`src/rtl/adder_rr_sched_if.sv`:
```
//------------------------------------------------------------------------------
// adder_rr_sched_if
//
// Bundles the request, shared-adder and response signals of adder_rr_sched.
//
// Signal summary:
//   req_valid[N_REQ]       requester i has an operand bundle pending
//   req_data[65*N_REQ]     bundle of requester i at [65*i+64 : 65*i]
//   req_ready[N_REQ]       one-hot accept pulse from the scheduler
//   adder_ins[65]          registered operand bus to the shared adder
//   adder_sm_r[10]         adder's registered sum
//   adder_sm_zero_r        adder's registered zero flag
//   rsp_valid / rsp_ready  response handshake
//   rsp_id[ID_W]           requester that owns the response
//   rsp_sum[10], rsp_zero  captured adder result
//   busy                   scheduler is not idle
//
// Modports:
//   master  the environment (requesters, shared adder, response consumer)
//   slave   the scheduler itself
//------------------------------------------------------------------------------
interface adder_rr_sched_if #(
    parameter int N_REQ = 4,
    parameter int ID_W  = 2
);
    logic [N_REQ-1:0]    req_valid;
    logic [65*N_REQ-1:0] req_data;
    logic [N_REQ-1:0]    req_ready;
    logic [64:0]         adder_ins;
    logic [9:0]          adder_sm_r;
    logic                adder_sm_zero_r;
    logic                rsp_valid;
    logic                rsp_ready;
    logic [ID_W-1:0]     rsp_id;
    logic [9:0]          rsp_sum;
    logic                rsp_zero;
    logic                busy;

    modport master (
        output req_valid, req_data, adder_sm_r, adder_sm_zero_r, rsp_ready,
        input  req_ready, adder_ins, rsp_valid, rsp_id, rsp_sum, rsp_zero, busy
    );

    modport slave (
        input  req_valid, req_data, adder_sm_r, adder_sm_zero_r, rsp_ready,
        output req_ready, adder_ins, rsp_valid, rsp_id, rsp_sum, rsp_zero, busy
    );
endinterface

```
`src/rtl/adder_rr_sched.sv`:
```
//------------------------------------------------------------------------------
// adder_rr_sched
//
// Round-robin scheduler sharing one registered 8-lane byte adder among N_REQ
// requesters. A granted bundle is loaded into adder_ins, the adder registers
// its sum one cycle later, the result is captured and returned tagged with the
// requester index over a valid/ready response port.
//
// Ports:
//   clk   rising-edge clock
//   rst   asynchronous, active-high reset
//   bus   adder_rr_sched_if.slave (request, adder and response signals)
//
// Timing: accept edge (IDLE->ISSUE), ISSUE->CAPTURE, CAPTURE->RESP; rsp_valid
// is high after the third edge. With rsp_ready tied high, grants are 4 cycles
// apart.
//------------------------------------------------------------------------------
module adder_rr_sched #(
    parameter int N_REQ = 4,
    parameter int ID_W  = 2
) (
    input  logic           clk,
    input  logic           rst,
    adder_rr_sched_if.slave bus
);
    localparam int BW = 65;

    typedef enum logic [1:0] {
        IDLE,
        ISSUE,
        CAPTURE,
        RESP
    } state_t;

    state_t          state;
    logic [ID_W-1:0] rr_ptr;
    logic [ID_W-1:0] gnt_id;

    logic            gnt_hit;
    logic [ID_W-1:0] gnt_idx;
    logic [BW-1:0]   gnt_data;
    logic            hi_hit;
    logic [ID_W-1:0] hi_idx;
    logic [ID_W-1:0] lo_idx;

    // Round-robin pick without a modulo: the lowest valid index at or above
    // rr_ptr wins; if there is none, the search wraps to the lowest valid
    // index overall. Scanning downwards lets the last hit be the lowest.
    always_comb begin
        // NOTE: every output of a combinational block gets a default first so
        // no path leaves it unassigned, which would infer a latch.
        gnt_hit = 1'b0;
        hi_hit  = 1'b0;
        hi_idx  = '0;
        lo_idx  = '0;
        for (int j = N_REQ - 1; j >= 0; j--) begin
            if (bus.req_valid[j]) begin
                gnt_hit = 1'b1;
                lo_idx  = ID_W'(j);
                if (ID_W'(j) >= rr_ptr) begin
                    hi_hit = 1'b1;
                    hi_idx = ID_W'(j);
                end
            end
        end
        gnt_idx = hi_hit ? hi_idx : lo_idx;
    end

    // Bundle mux and one-hot accept. req_ready is forced low during reset so
    // the reset value holds even while requesters are still asserting valid.
    always_comb begin
        gnt_data      = '0;
        bus.req_ready = '0;
        for (int j = 0; j < N_REQ; j++) begin
            if (ID_W'(j) == gnt_idx) begin
                gnt_data         = bus.req_data[BW*j +: BW];
                bus.req_ready[j] = !rst && (state == IDLE) && gnt_hit;
            end
        end
    end

    assign bus.busy = (state != IDLE);

    always_ff @(posedge clk or posedge rst) begin
        // NOTE: every register here, including the wide adder_ins operand
        // register, has a reset value; reset must drop any in-flight operation
        // and force all outputs to known values without waiting for a clock.
        if (rst) begin
            state         <= IDLE;
            rr_ptr        <= '0;
            gnt_id        <= '0;
            bus.adder_ins <= '0;
            bus.rsp_valid <= 1'b0;
            bus.rsp_id    <= '0;
            bus.rsp_sum   <= '0;
            bus.rsp_zero  <= 1'b0;
        end else begin
            // NOTE: sequential state uses non-blocking assignments so every
            // register samples the pre-edge values regardless of statement order.
            case (state)
                IDLE: begin
                    if (gnt_hit) begin
                        bus.adder_ins <= gnt_data;
                        gnt_id        <= gnt_idx;
                        rr_ptr        <= (gnt_idx == ID_W'(N_REQ - 1)) ? '0 : gnt_idx + 1'b1;
                        state         <= ISSUE;
                    end
                end
                // Adder settles this cycle and registers its sum on the closing edge.
                ISSUE: begin
                    state <= CAPTURE;
                end
                CAPTURE: begin
                    bus.rsp_sum   <= bus.adder_sm_r;
                    bus.rsp_zero  <= bus.adder_sm_zero_r;
                    bus.rsp_id    <= gnt_id;
                    bus.rsp_valid <= 1'b1;
                    state         <= RESP;
                end
                RESP: begin
                    if (bus.rsp_ready) begin
                        bus.rsp_valid <= 1'b0;
                        state         <= IDLE;
                    end
                end
                default: begin
                    state <= IDLE;
                end
            endcase
        end
    end
endmodule
```
`src/flat_wrapper.sv`:
```
// flat-port wrapper written by rule: the top's interface ports become plain ports
module adder_rr_sched_flat 
#(
    parameter int N_REQ = 4,
    parameter int ID_W  = 2
)
  (clk, rst, bus_req_valid, bus_req_data, bus_adder_sm_r, bus_adder_sm_zero_r, bus_rsp_ready, bus_req_ready, bus_adder_ins, bus_rsp_valid, bus_rsp_id, bus_rsp_sum, bus_rsp_zero, bus_busy);
  adder_rr_sched_if #(.N_REQ(N_REQ), .ID_W(ID_W)) bus_i ();
  input  logic clk;
  input  logic rst;
  input wire logic [$bits(bus_i.req_valid)-1:0] bus_req_valid;
  input wire logic [$bits(bus_i.req_data)-1:0] bus_req_data;
  input wire logic [$bits(bus_i.adder_sm_r)-1:0] bus_adder_sm_r;
  input wire logic [$bits(bus_i.adder_sm_zero_r)-1:0] bus_adder_sm_zero_r;
  input wire logic [$bits(bus_i.rsp_ready)-1:0] bus_rsp_ready;
  output wire logic [$bits(bus_i.req_ready)-1:0] bus_req_ready;
  output wire logic [$bits(bus_i.adder_ins)-1:0] bus_adder_ins;
  output wire logic [$bits(bus_i.rsp_valid)-1:0] bus_rsp_valid;
  output wire logic [$bits(bus_i.rsp_id)-1:0] bus_rsp_id;
  output wire logic [$bits(bus_i.rsp_sum)-1:0] bus_rsp_sum;
  output wire logic [$bits(bus_i.rsp_zero)-1:0] bus_rsp_zero;
  output wire logic [$bits(bus_i.busy)-1:0] bus_busy;
  assign bus_i.req_valid = bus_req_valid;
  assign bus_i.req_data = bus_req_data;
  assign bus_i.adder_sm_r = bus_adder_sm_r;
  assign bus_i.adder_sm_zero_r = bus_adder_sm_zero_r;
  assign bus_i.rsp_ready = bus_rsp_ready;
  assign bus_req_ready = bus_i.req_ready;
  assign bus_adder_ins = bus_i.adder_ins;
  assign bus_rsp_valid = bus_i.rsp_valid;
  assign bus_rsp_id = bus_i.rsp_id;
  assign bus_rsp_sum = bus_i.rsp_sum;
  assign bus_rsp_zero = bus_i.rsp_zero;
  assign bus_busy = bus_i.busy;
  adder_rr_sched #(.N_REQ(N_REQ), .ID_W(ID_W)) u_core (.clk(clk), .rst(rst), .bus(bus_i));
endmodule
```
`config.mk`:
```
export PLATFORM = sky130hd
export DESIGN_NAME = adder_rr_sched_flat
export DESIGN_NICKNAME = d
export VERILOG_FILES = /design/src/rtl/adder_rr_sched_if.sv /design/src/rtl/adder_rr_sched.sv /design/src/flat_wrapper.sv
export SDC_FILE = /design/constraint.sdc
export NUM_CORES = 1
export LEC_CHECK = 0
export CORE_AREA = 2 2 141 143
export DETAILED_ROUTE_END_ITERATION = 10
export DIE_AREA = 0 0 143 145
export GPL_ROUTABILITY_DRIVEN = 0
export PLACE_DENSITY_LB_ADDON = 0.05
export SLEW_MARGIN = 20
export SYNTH_ARGS = -nofsm -noshare
export SYNTH_HDL_FRONTEND = slang
export SYNTH_SLANG_ARGS = --single-unit
```
`constraint.sdc`:
```
create_clock -name clk -period 7.8 [get_ports clk]
set_clock_uncertainty 0.15 [all_clocks]
set_input_delay 1.95 -clock clk [delete_from_list [all_inputs] [get_ports clk]]
set_output_delay 1.95 -clock clk [all_outputs]
set_load 0.005 [all_outputs]
```
==> results of run 1 <==
==> area by class of cell <==
type / count / area [um2]
clock buffer: 13 / 260
clock inverter: 3 / 67.6
inverter: 7 / 27.5
tap: 265 / 332
fill: 1813 / 10200
multi-input combinational: 367 / 2540
antenna: 1 / 2.50
sequential: 85 / 2130
timing repair buffer: 371 / 3690
==> per-stage QoR <==
stage / util / power (mW)
3_3_place_gp: 0.454 / 2.51
4_1_cts: 0.471 / 3.03
2_1_floorplan: - / 1.74
3_5_place_dp: 0.454 / 2.54
6_report: 0.471 / 2.98
5_1_grt: 0.471 / 3.22
==> state kept, by name, indices dropped and copies added, names as in the netlist <==
register              count
u_core.bus.rsp_id         2
u_core.bus.adder_ins     65
u_core.bus.rsp_valid      1
u_core.gnt_id             2
u_core.bus.rsp_zero       1
u_core.state              2
u_core.bus.rsp_sum       10
u_core.rr_ptr             2
==> Yosys cell counts (all sizes together) <==
cell type / count / share of area
o41a: 1 / 0.0023
nor3: 2 / 0.0020
o41ai: 3 / 0.0068
a311oi: 1 / 0.0018
clkbuf: 23 / 0.017
o21a: 1 / 0.0015
o31ai: 65 / 0.098
dfrtp: 85 / 0.43
nand2: 68 / 0.052
ha: 8 / 0.020
or3: 1 / 0.0015
nor4: 1 / 0.0013
o22ai: 64 / 0.081
nor2: 5 / 0.0038
a2bb2oi: 1 / 0.0018
a21oi: 4 / 0.0040
or2: 2 / 0.0025
mux2i: 1 / 0.0020
nor2b: 47 / 0.059
buf: 35 / 0.041
mux2: 15 / 0.034
and2b: 4 / 0.0063
inv: 7 / 0.0053
nand2b: 4 / 0.0050
nor3b: 1 / 0.0015
and2: 3 / 0.0038
a221oi: 65 / 0.11
==> where the power goes <==
part / switching (mW) / internal (mW)
Sequential: 0.114 / 0.657
Combinational: 0.862 / 0.870
Clock: 0.180 / 0.299
==> logic make-up after synthesis <==
group,after synthesis,share of synthesized area
AOI/OAI and AO/OA,205,0.312
and+or+nand+nor,138,0.139
DFF,85,0.429
buffers and inverters,65,0.0634
muxes,16,0.0361
adders and majority gates,8,0.0202
==> critical path, delay by kind of cell <==
family / cells / cell delay, ns
fa+ha+maj: 1 / 0.30
buf+inv: 3 / 1.21
simple gates: 3 / 0.79
compound gates: 1 / 0.20
==> how the worst max path moves through the flow <==
| stage | startpoint | end | slack [ns] |
|---|---|---|---|
| floorplan | bus_req_valid[3] | bus_req_ready[0] | 2.17 |
| global placement | bus_req_valid[3] | bus_req_ready[3] | 1.27 |
| detailed placement | bus_req_valid[3] | bus_req_ready[3] | 1.24 |
| CTS | bus_req_valid[3] | bus_req_ready[3] | 1.24 |
| global route | bus_req_valid[3] | bus_req_ready[3] | 1.14 |
| finish | bus_req_valid[3] | bus_req_ready[3] | 1.24 |
==> layer usage <==
layer / vias up / GRT usage
li1: 2648 / -
met1: 2618 / 0.225
met2: 240 / 0.361
met3: 38 / 0.0535
met4: 0 / 0.0827
met5: - / 0
==> run_summary.xml, run 1 <==
<?xml version="1.0" encoding="UTF-8"?>
<metrics>
  <group name="run">
    <metric name="timing.max_cap.violations" unit="">0</metric>
  </group>
  <group name="setup_path">
    <metric name="startpoint_type" unit="">input pin</metric>
    <metric name="timing.critical_path.cells" unit="">clkdlybuf4s50_1, and2b_2, o21a_1, nor3_1, ha_1, inv_2, nor3_1, clkdlybuf4s50_1</metric>
    <metric name="worstReg2RegEnd" unit="">u_core.bus.adder_ins[64]</metric>
    <metric name="worst_r2r_startpoint" unit="">u_core.rr_ptr[1]</metric>
    <metric name="worst-setup-path-type" unit="">input pin to output pin</metric>
    <metric name="timing.critical_path.to_type" unit="">output pin</metric>
    <metric name="slowest_stage" unit="">sky130_fd_sc_hd__clkdlybuf4s50_1</metric>
    <metric name="ff_to_ff_setup_slack" unit="ns">4.48</metric>
    <metric name="worstPathMaxFanout" unit="">5</metric>
    <metric name="required" unit="ns">5.70</metric>
    <metric name="critical_path.max_stage_delay" unit="ns">0.61</metric>
    <metric name="timing.critical_path.arrival" unit="ns">4.46</metric>
    <metric name="r2r_worst_path_depth" unit="">9</metric>
  </group>
  <group name="layout">
    <metric name="finalNetCount" unit="">1127</metric>
    <metric name="layout.cells.most_common" unit="">sky130_fd_sc_hd__clkdlybuf4s50_1</metric>
    <metric name="synthesis_to_finish_area_growth" unit="%">82.6</metric>
    <metric name="post-route-cell-area" unit="um2">9050</metric>
    <metric name="final_layout_size_suffix_gt1_frac" unit="">0.0579</metric>
    <metric name="commonest_cells_after_routing_fill_and_taps_aside" unit="">sky130_fd_sc_hd__clkdlybuf4s50_1, sky130_fd_sc_hd__dfrtp_1, sky130_fd_sc_hd__nand2_1</metric>
    <metric name="instances_no_fill" unit="">1112</metric>
  </group>
  <group name="timing">
    <metric name="timing.setup.tns" unit="ns">0</metric>
    <metric name="timing.max_slew.rel_slack" unit="">0.485</metric>
    <metric name="finalWorstPathRequiredPeriod" unit="ns">6.56</metric>
    <metric name="timing.final.setup_violations" unit="">0</metric>
    <metric name="timing.final.ws_setup" unit="ns">1.24</metric>
    <metric name="final.hold.worst_slack" unit="ns">0.322</metric>
    <metric name="timing.fmax" unit="MHz">152</metric>
    <metric name="finalHoldViolCount" unit="">0</metric>
    <metric name="setup_repair_after_global_routing_missed_its_margin" unit="">false</metric>
    <metric name="final_max_slew_viol_count" unit="">0</metric>
    <metric name="timing_worst_slew_pin_value" unit="ns">0.771</metric>
    <metric name="final_min_period_over_clock_period" unit="">0.841</metric>
  </group>
  <group name="route">
    <metric name="wl_met2" unit="um">11000</metric>
    <metric name="drt_first_pass_iters" unit="">4</metric>
    <metric name="drt_iter0_drc" unit="">185</metric>
    <metric name="routed.top_layer" unit="">met4</metric>
    <metric name="wl_per_cell" unit="um">19.4</metric>
    <metric name="detail_route.vias_per_cell" unit="">4.99</metric>
    <metric name="sum_of_met3_wire_segment_lengths_after_detailed_routing" unit="um">1780</metric>
    <metric name="wirelength" unit="um">21500</metric>
    <metric name="num_vias" unit="">5544</metric>
    <metric name="detail_route.drc_violations" unit="">0</metric>
    <metric name="route.antenna.remaining_nets" unit="">0</metric>
    <metric name="wirelength_met1" unit="um">8140</metric>
  </group>
  <group name="outcome">
    <metric name="status" unit="">complete, no violations</metric>
  </group>
  <group name="pwr">
    <metric name="power_density" unit="nW/um2">329</metric>
    <metric name="largest_voltage_drop_on_the_vdd_net" unit="V">0.000163</metric>
    <metric name="p_leak" unit="nW">3.50</metric>
  </group>
  <group name="clock_tree">
    <metric name="clock_path_buffers" unit="">2</metric>
    <metric name="postCtsSetupRepairBufs" unit="">0</metric>
    <metric name="clock_h_tree_levels" unit="">3</metric>
    <metric name="cts.sinks" unit="">85</metric>
    <metric name="postCtsHoldBufs" unit="">0</metric>
    <metric name="clk_pin_slew_worst_paths" unit="ns">0.06</metric>
    <metric name="root_buffer_cell" unit="">sky130_fd_sc_hd__clkbuf_16</metric>
    <metric name="total_cts_buffers" unit="">9</metric>
    <metric name="tritoncts" unit="">done</metric>
    <metric name="number_of_gates_given_a_new_drive_strength_after_cts" unit="">0</metric>
    <metric name="clk-insertion-delay-late" unit="ns">0.34</metric>
  </group>
  <group name="global_route">
    <metric name="globalRoute.totalOverflow" unit="">0</metric>
    <metric name="first_global_vias" unit="">5678</metric>
    <metric name="gr-usage-all-layers" unit="">0.202</metric>
    <metric name="grt_first_pass_wirelength" unit="um">32400</metric>
    <metric name="antenna_found_initial" unit="">1</metric>
    <metric name="grt_max_degree" unit="">72</metric>
  </group>
  <group name="yosys">
    <metric name="synth-seq-area-share" unit="">0.429</metric>
    <metric name="synth.lib_cells_used.distinct" unit="">32</metric>
    <metric name="post_synth_instance_area" unit="um2">4950</metric>
    <metric name="yosysWarnings" unit="">0</metric>
    <metric name="synth.net_count" unit="">803</metric>
    <metric name="yosys_register_bits" unit="">85</metric>
    <metric name="synthesis.area_per_instance" unit="um2">9.58</metric>
    <metric name="synthCells" unit="">517</metric>
  </group>
  <group name="placed_design">
    <metric name="placed_cells_incl_taps" unit="">1095</metric>
    <metric name="count_of_input_and_output_buffers" unit="">361</metric>
    <metric name="placement.setup.worst_slack" unit="ns">1.24</metric>
    <metric name="dp.final_hpwl" unit="um">16200</metric>
    <metric name="dpl-instance-area" unit="um2">8720</metric>
  </group>
  <group name="hold_path">
    <metric name="holdCritPathClass" unit="">flip-flop to flip-flop</metric>
    <metric name="hold_path_depth" unit="">2</metric>
    <metric name="worstHoldStart" unit="">u_core.bus.adder_ins[5]</metric>
    <metric name="worst_hold_path_endpoint" unit="">u_core.bus.adder_ins[5]</metric>
  </group>
  <group name="die">
    <metric name="floorplan.die_area" unit="um2">20700</metric>
    <metric name="ioPinCount" unit="">362</metric>
    <metric name="core" unit="um2">19200</metric>
    <metric name="floorplan.initialDensity" unit="">0.258</metric>
    <metric name="die_height" unit="um">145</metric>
    <metric name="standard_cell_row_count" unit="">51</metric>
    <metric name="fp.dieW" unit="um">143</metric>
  </group>
</metrics>
No activity file was read; power rests on OpenSTA's default activity.
==> inputs of run 2 (changes only) <==
==> constraint.sdc (replaced) <==
create_clock -name clk -period 6.4 [get_ports clk]
set_clock_uncertainty 0.15 [all_clocks]
set_input_delay 1.6 -clock clk [delete_from_list [all_inputs] [get_ports clk]]
set_output_delay 1.6 -clock clk [all_outputs]
set_load 0.005 [all_outputs]
==> run_summary.xml, run 2 (same netlist as run 1, synthesis figures left out) <==
<?xml version="1.0" encoding="UTF-8"?>
<metrics>
  <group name="clock_tree">
    <metric name="clk-insertion-delay-late" unit="ns">0.34</metric>
    <metric name="total_cts_buffers" unit="">9</metric>
    <metric name="clk_pin_slew_worst_paths" unit="ns">0.06</metric>
    <metric name="postCtsSetupRepairBufs" unit="">0</metric>
    <metric name="number_of_gates_given_a_new_drive_strength_after_cts" unit="">0</metric>
    <metric name="postCtsHoldBufs" unit="">0</metric>
    <metric name="tritoncts" unit="">done</metric>
    <metric name="clock_path_buffers" unit="">2</metric>
    <metric name="clock_h_tree_levels" unit="">3</metric>
    <metric name="root_buffer_cell" unit="">sky130_fd_sc_hd__clkbuf_16</metric>
    <metric name="cts.sinks" unit="">85</metric>
  </group>
  <group name="layout">
    <metric name="synthesis_to_finish_area_growth" unit="%">81.1</metric>
    <metric name="post-route-cell-area" unit="um2">8970</metric>
    <metric name="top_regs" unit="">u_core.bus.adder_ins (65), u_core.bus.rsp_sum (10)</metric>
    <metric name="commonest_cells_after_routing_fill_and_taps_aside" unit="">sky130_fd_sc_hd__clkdlybuf4s50_1, sky130_fd_sc_hd__dfrtp_1, sky130_fd_sc_hd__nand2_1</metric>
    <metric name="largest_register_ffs" unit="">65</metric>
    <metric name="finalNetCount" unit="">1127</metric>
    <metric name="final_layout_size_suffix_gt1_frac" unit="">0.0569</metric>
    <metric name="layout.cells.most_common" unit="">sky130_fd_sc_hd__clkdlybuf4s50_1</metric>
    <metric name="max_flop_register" unit="">u_core.bus.adder_ins</metric>
    <metric name="num_antenna_cells" unit="">0</metric>
    <metric name="utilization" unit="">0.467</metric>
  </group>
  <group name="die">
    <metric name="standard_cell_row_count" unit="">51</metric>
    <metric name="core" unit="um2">19200</metric>
    <metric name="floorplan.initialDensity" unit="">0.258</metric>
    <metric name="ioPinCount" unit="">362</metric>
    <metric name="floorplan.die_area" unit="um2">20700</metric>
    <metric name="die_height" unit="um">145</metric>
    <metric name="fp.dieW" unit="um">143</metric>
  </group>
  <group name="timing">
    <metric name="final_max_slew_viol_count" unit="">0</metric>
    <metric name="finalWorstPathRequiredPeriod" unit="ns">5.87</metric>
    <metric name="final_min_period_over_clock_period" unit="">0.917</metric>
    <metric name="timing.final.setup_violations" unit="">0</metric>
    <metric name="timing.max_slew.rel_slack" unit="">0.403</metric>
    <metric name="timing.setup.tns" unit="ns">0</metric>
    <metric name="setup_repair_after_global_routing_missed_its_margin" unit="">false</metric>
    <metric name="finalHoldViolCount" unit="">0</metric>
    <metric name="timing_worst_slew_pin_value" unit="ns">0.894</metric>
    <metric name="timing.fmax" unit="MHz">170</metric>
  </group>
  <group name="route">
    <metric name="drt_iter0_drc" unit="">221</metric>
    <metric name="num_vias" unit="">5549</metric>
    <metric name="wl_per_cell" unit="um">19.6</metric>
    <metric name="detail_route.drc_violations" unit="">0</metric>
    <metric name="detail_route.vias_per_cell" unit="">5.01</metric>
    <metric name="route.antenna.remaining_nets" unit="">0</metric>
    <metric name="wirelength" unit="um">21700</metric>
    <metric name="drt_first_pass_iters" unit="">4</metric>
  </group>
  <group name="setup_path">
    <metric name="timing.critical_path.arrival" unit="ns">4.12</metric>
    <metric name="timing.critical_path.to_type" unit="">output pin</metric>
    <metric name="startpoint_type" unit="">input pin</metric>
    <metric name="worstPathMaxFanout" unit="">5</metric>
    <metric name="required" unit="ns">4.65</metric>
    <metric name="worst-setup-path-type" unit="">input pin to output pin</metric>
  </group>
  <group name="pwr">
    <metric name="largest_voltage_drop_on_the_vdd_net" unit="V">0.000209</metric>
    <metric name="power_density" unit="nW/um2">393</metric>
    <metric name="p_leak" unit="nW">3.47</metric>
  </group>
  <group name="placed_design">
    <metric name="dp.final_hpwl" unit="um">16400</metric>
    <metric name="dpl-instance-area" unit="um2">8720</metric>
    <metric name="count_of_input_and_output_buffers" unit="">361</metric>
  </group>
  <group name="global_route">
    <metric name="antenna_found_initial" unit="">0</metric>
    <metric name="globalRoute.totalOverflow" unit="">0</metric>
    <metric name="grt_first_pass_wirelength" unit="um">32900</metric>
    <metric name="first_global_vias" unit="">5811</metric>
    <metric name="gr-usage-all-layers" unit="">0.206</metric>
    <metric name="grt_max_degree" unit="">91</metric>
  </group>
  <group name="outcome">
    <metric name="status" unit="">complete, no violations</metric>
  </group>
  <group name="run">
    <metric name="timing.max_cap.violations" unit="">0</metric>
  </group>
  <group name="hold_path">
    <metric name="holdCritPathClass" unit="">flip-flop to flip-flop</metric>
  </group>
</metrics>
-- run 2: cell types whose count changed in the layout (fill, tap and decap cells not counted) --
cell	before	now
sky130_fd_sc_hd__clkinvlp_4	1	0
sky130_fd_sc_hd__clkinv_2	1	4
sky130_fd_sc_hd__clkbuf_8	2	1
sky130_fd_sc_hd__bufinv_16	2	0
sky130_fd_sc_hd__clkbuf_1	2	0
sky130_fd_sc_hd__diode_2	1	0
-- run 2: layout make-up --
type                            instances  area [um2]
Sequential cell                        85        2130
Clock buffer                           10         239
Clock inverter                          3        15.0
Inverter                                7        27.5
Timing Repair Buffer                  371        3690
Fill cell                            1830       10200
Multi-Input combinational cell        367        2540
Tap cell                              265         332
-- run 2: stage by stage --
step                cells  total power, mW  hold WS, ns  setup slack [ns]
floorplan             517             2.12        0.288              1.47
global placement     1095             3.05        0.307             0.579
detailed placement   1095             3.10        0.314             0.518
CTS                  1108             3.59        0.328             0.507
global route         1108             3.82        0.349             0.377
finish               1108             3.52        0.324             0.531
-- run 2: final timing paths --
check                      slack (ns)                        to  cells past startpoint                     start
max                              0.53          bus_req_ready[3]                      8          bus_req_valid[3]
min                              0.32  u_core.bus.adder_ins[34]                      2  u_core.bus.adder_ins[34]
max reg2reg                      2.80  u_core.bus.adder_ins[52]                     10          u_core.rr_ptr[1]
min reg2reg                      0.32  u_core.bus.adder_ins[34]                      2  u_core.bus.adder_ins[34]
max in group asynchronous        3.37  u_core.bus.adder_ins[17]                      3                       rst
min in group asynchronous        1.68     u_core.bus.rsp_sum[2]                      2                       rst
-- run 2: metal layers --
layer  global-route usage  vias up  routed length [um]
met4               0.0708        0                 578
met2                0.375      234               11100
met5                    0        -                   0
met1                0.219     2623                8110
met3               0.0683       35                1950
li1                     -     2657                   -
-- run 2: where the power goes --
group	total [mW]	leakage (nW)	internal [mW]	switching, mW
logic	2.11	2.29	1.06	1.05
clock network	0.477	0.130	0.265	0.212
registers	0.939	1.05	0.801	0.138
-- run 2: critical path, stage by stage --
cell and delay, ns:
sky130_fd_sc_hd__clkdlybuf4s50_1 0.60, sky130_fd_sc_hd__and2b_2 0.25, sky130_fd_sc_hd__o21a_1 0.20, sky130_fd_sc_hd__nor3_1 0.37
sky130_fd_sc_hd__ha_1 0.30, sky130_fd_sc_hd__inv_2 0.05, sky130_fd_sc_hd__nor3_1 0.21, sky130_fd_sc_hd__clkdlybuf4s50_1 0.54
==> inputs of run 3 (changes only) <==
==> constraint.sdc (replaced) <==
create_clock -name clk -period 5.4 [get_ports clk]
set_clock_uncertainty 0.15 [all_clocks]
set_input_delay 1.35 -clock clk [delete_from_list [all_inputs] [get_ports clk]]
set_output_delay 1.35 -clock clk [all_outputs]
set_load 0.005 [all_outputs]
==> run_summary.xml, run 3 (same netlist as run 1, synthesis figures left out) <==
<?xml version="1.0" encoding="UTF-8"?>
<metrics>
  <group name="timing">
    <metric name="finalHoldViolCount" unit="">0</metric>
    <metric name="final_min_period_over_clock_period" unit="">0.950</metric>
    <metric name="setup_repair_after_global_routing_missed_its_margin" unit="">false</metric>
    <metric name="final.hold.worst_slack" unit="ns">0.325</metric>
    <metric name="timing.setup.tns" unit="ns">0</metric>
    <metric name="timing.final.ws_setup" unit="ns">0.269</metric>
    <metric name="final_max_slew_viol_count" unit="">0</metric>
    <metric name="timing.max_slew.rel_slack" unit="">0.300</metric>
    <metric name="timing.fmax" unit="MHz">195</metric>
    <metric name="timing.final.setup_violations" unit="">0</metric>
    <metric name="timing_worst_slew_pin_value" unit="ns">1.05</metric>
    <metric name="finalWorstPathRequiredPeriod" unit="ns">5.13</metric>
  </group>
  <group name="route">
    <metric name="drt_first_pass_iters" unit="">5</metric>
    <metric name="num_vias" unit="">5514</metric>
    <metric name="wirelength" unit="um">21400</metric>
    <metric name="detail_route.drc_violations" unit="">0</metric>
    <metric name="drt_iter0_drc" unit="">210</metric>
    <metric name="detail_route.vias_per_cell" unit="">4.95</metric>
    <metric name="route.antenna.remaining_nets" unit="">0</metric>
    <metric name="wl_per_cell" unit="um">19.2</metric>
  </group>
  <group name="pwr">
    <metric name="share_seq_of_total_power" unit="">0.259</metric>
    <metric name="netSwitchingFraction" unit="">0.387</metric>
    <metric name="pwr-share-clk" unit="">0.159</metric>
    <metric name="post-layout-total-power" unit="mW">4.30</metric>
    <metric name="gate_power_share" unit="">0.582</metric>
    <metric name="internal_power_consumption" unit="mW">2.64</metric>
    <metric name="p_sw" unit="mW">1.67</metric>
    <metric name="largest_voltage_drop_on_the_vdd_net" unit="V">0.000283</metric>
    <metric name="power_density" unit="nW/um2">475</metric>
    <metric name="p_leak" unit="nW">3.52</metric>
  </group>
  <group name="clock_tree">
    <metric name="clock_h_tree_levels" unit="">3</metric>
    <metric name="postCtsSetupRepairBufs" unit="">0</metric>
    <metric name="postCtsHoldBufs" unit="">0</metric>
    <metric name="clock_path_buffers" unit="">2</metric>
    <metric name="number_of_gates_given_a_new_drive_strength_after_cts" unit="">0</metric>
    <metric name="cts.sinks" unit="">85</metric>
    <metric name="clk_pin_slew_worst_paths" unit="ns">0.06</metric>
    <metric name="total_cts_buffers" unit="">9</metric>
    <metric name="tritoncts" unit="">done</metric>
    <metric name="root_buffer_cell" unit="">sky130_fd_sc_hd__clkbuf_16</metric>
    <metric name="clk-insertion-delay-late" unit="ns">0.34</metric>
  </group>
  <group name="global_route">
    <metric name="grt_first_pass_wirelength" unit="um">31400</metric>
    <metric name="gr-usage-all-layers" unit="">0.198</metric>
    <metric name="antenna_found_initial" unit="">0</metric>
    <metric name="grt_max_degree" unit="">106</metric>
    <metric name="globalRoute.totalOverflow" unit="">0</metric>
    <metric name="first_global_vias" unit="">5577</metric>
  </group>
  <group name="layout">
    <metric name="top_regs" unit="">u_core.bus.adder_ins (65), u_core.bus.rsp_sum (10)</metric>
    <metric name="layout.cells.most_common" unit="">sky130_fd_sc_hd__clkdlybuf4s50_1</metric>
    <metric name="utilization" unit="">0.472</metric>
    <metric name="commonest_cells_after_routing_fill_and_taps_aside" unit="">sky130_fd_sc_hd__clkdlybuf4s50_1, sky130_fd_sc_hd__dfrtp_1, sky130_fd_sc_hd__nand2_1</metric>
    <metric name="final_layout_size_suffix_gt1_frac" unit="">0.0625</metric>
    <metric name="num_antenna_cells" unit="">0</metric>
    <metric name="final.fill_count" unit="">1826</metric>
    <metric name="instances_no_fill" unit="">1113</metric>
    <metric name="synthesis_to_finish_area_growth" unit="%">83.1</metric>
    <metric name="finalNetCount" unit="">1129</metric>
    <metric name="post-route-cell-area" unit="um2">9070</metric>
    <metric name="largest_register_ffs" unit="">65</metric>
    <metric name="max_flop_register" unit="">u_core.bus.adder_ins</metric>
  </group>
  <group name="setup_path">
    <metric name="worstReg2RegEnd" unit="">u_core.bus.adder_ins[48]</metric>
    <metric name="startpoint_type" unit="">input pin</metric>
    <metric name="r2r_worst_path_depth" unit="">9</metric>
    <metric name="critical_path.max_stage_delay" unit="ns">0.51</metric>
    <metric name="worst-path-buf-inv" unit="">2</metric>
    <metric name="worst-setup-path-type" unit="">input pin to output pin</metric>
    <metric name="critPathCapture" unit="">bus_req_ready[2]</metric>
    <metric name="ff_to_ff_setup_slack" unit="ns">2.12</metric>
    <metric name="cp-startpoint" unit="">bus_req_valid[0]</metric>
    <metric name="worstPathMaxFanout" unit="">5</metric>
    <metric name="timing.critical_path.to_type" unit="">output pin</metric>
    <metric name="timing.critical_path.cells" unit="">clkdlybuf4s50_1, and2b_2, o21a_1, or3_2, ha_1, and2_1, clkdlybuf4s50_1</metric>
    <metric name="slowest_stage" unit="">sky130_fd_sc_hd__clkdlybuf4s50_1</metric>
    <metric name="worst_r2r_startpoint" unit="">u_core.rr_ptr[1]</metric>
    <metric name="required" unit="ns">3.90</metric>
    <metric name="timing.critical_path.arrival" unit="ns">3.63</metric>
    <metric name="critical-path-top-cell-by-count" unit="">sky130_fd_sc_hd__clkdlybuf4s50_1</metric>
    <metric name="cp_num_cells" unit="">7</metric>
    <metric name="category_of_cells_accounting_for_the_largest_share_of_critical_path_delay" unit="">buffers and inverters</metric>
  </group>
  <group name="outcome">
    <metric name="status" unit="">complete, no violations</metric>
  </group>
  <group name="placed_design">
    <metric name="dp.final_hpwl" unit="um">16200</metric>
    <metric name="placed_cells_incl_taps" unit="">1097</metric>
    <metric name="count_of_input_and_output_buffers" unit="">361</metric>
    <metric name="dpl-instance-area" unit="um2">8740</metric>
    <metric name="placement.setup.worst_slack" unit="ns">0.266</metric>
  </group>
  <group name="hold_path">
    <metric name="holdCritPathClass" unit="">flip-flop to flip-flop</metric>
  </group>
  <group name="die">
    <metric name="die_height" unit="um">145</metric>
    <metric name="fp.dieW" unit="um">143</metric>
    <metric name="standard_cell_row_count" unit="">51</metric>
    <metric name="floorplan.die_area" unit="um2">20700</metric>
    <metric name="floorplan.initialDensity" unit="">0.258</metric>
    <metric name="ioPinCount" unit="">362</metric>
    <metric name="core" unit="um2">19200</metric>
  </group>
  <group name="run">
    <metric name="timing.max_cap.violations" unit="">0</metric>
  </group>
</metrics>
## run 3: power by group through the flow
| stage | logic [mW] | registers, mW | clock network, mW |
|---|---|---|---|
| 3_5_place_dp | 2.55 | 1.12 | 0 |
| 3_3_place_gp | 2.51 | 1.12 | 0 |
| 2_1_floorplan | 1.39 | 1.13 | 0 |
| 4_1_cts | 2.55 | 1.12 | 0.707 |
| 5_1_grt | 2.76 | 1.15 | 0.732 |
| 6_report | 2.51 | 1.11 | 0.684 |
## run 3: area by class of cell
cell class / count / area (um2) / share of cell area
inverter: 7 / 27.5 / 0.00303
tap: 265 / 332 / 0.0366
sequential: 85 / 2130 / 0.235
timing repair buffer: 373 / 3720 / 0.410
clock buffer: 10 / 239 / 0.0263
multi-input combinational: 367 / 2540 / 0.280
clock inverter: 6 / 86.3 / 0.00952
## run 3: metal layers
metal	vias to the layer above	share of wire	global-route usage
met3	23	0.080	0.0508
met4	0	0.018	0.0609
met2	224	0.52	0.363
li1	2665	-	-
met1	2602	0.38	0.220
met5	-	0	0
## run 3: worst min-delay path by stage
stage / startpoint / end / slack [ns] / cells after the start
floorplan: u_core.gnt_id[0] / u_core.gnt_id[0] / 0.29 / 2
global placement: u_core.bus.adder_ins[48] / u_core.bus.adder_ins[48] / 0.31 / 2
detailed placement: u_core.bus.adder_ins[35] / u_core.bus.adder_ins[35] / 0.31 / 2
CTS: u_core.bus.adder_ins[1] / u_core.bus.adder_ins[1] / 0.33 / 2
global route: u_core.bus.adder_ins[50] / u_core.bus.adder_ins[50] / 0.35 / 2
finish: u_core.bus.adder_ins[35] / u_core.bus.adder_ins[35] / 0.32 / 2
## run 3: worst register-to-register path: stages, from the launching register on
cell	delay (ns)
sky130_fd_sc_hd__dfrtp_1	0.42
sky130_fd_sc_hd__nand2_1	0.07
sky130_fd_sc_hd__a311oi_1	0.42
sky130_fd_sc_hd__or2_2	0.23
sky130_fd_sc_hd__ha_2	0.18
sky130_fd_sc_hd__buf_4	0.50
sky130_fd_sc_hd__nor2b_1	0.50
sky130_fd_sc_hd__buf_4	0.29
sky130_fd_sc_hd__a221oi_1	0.11
sky130_fd_sc_hd__o41ai_1	0.29
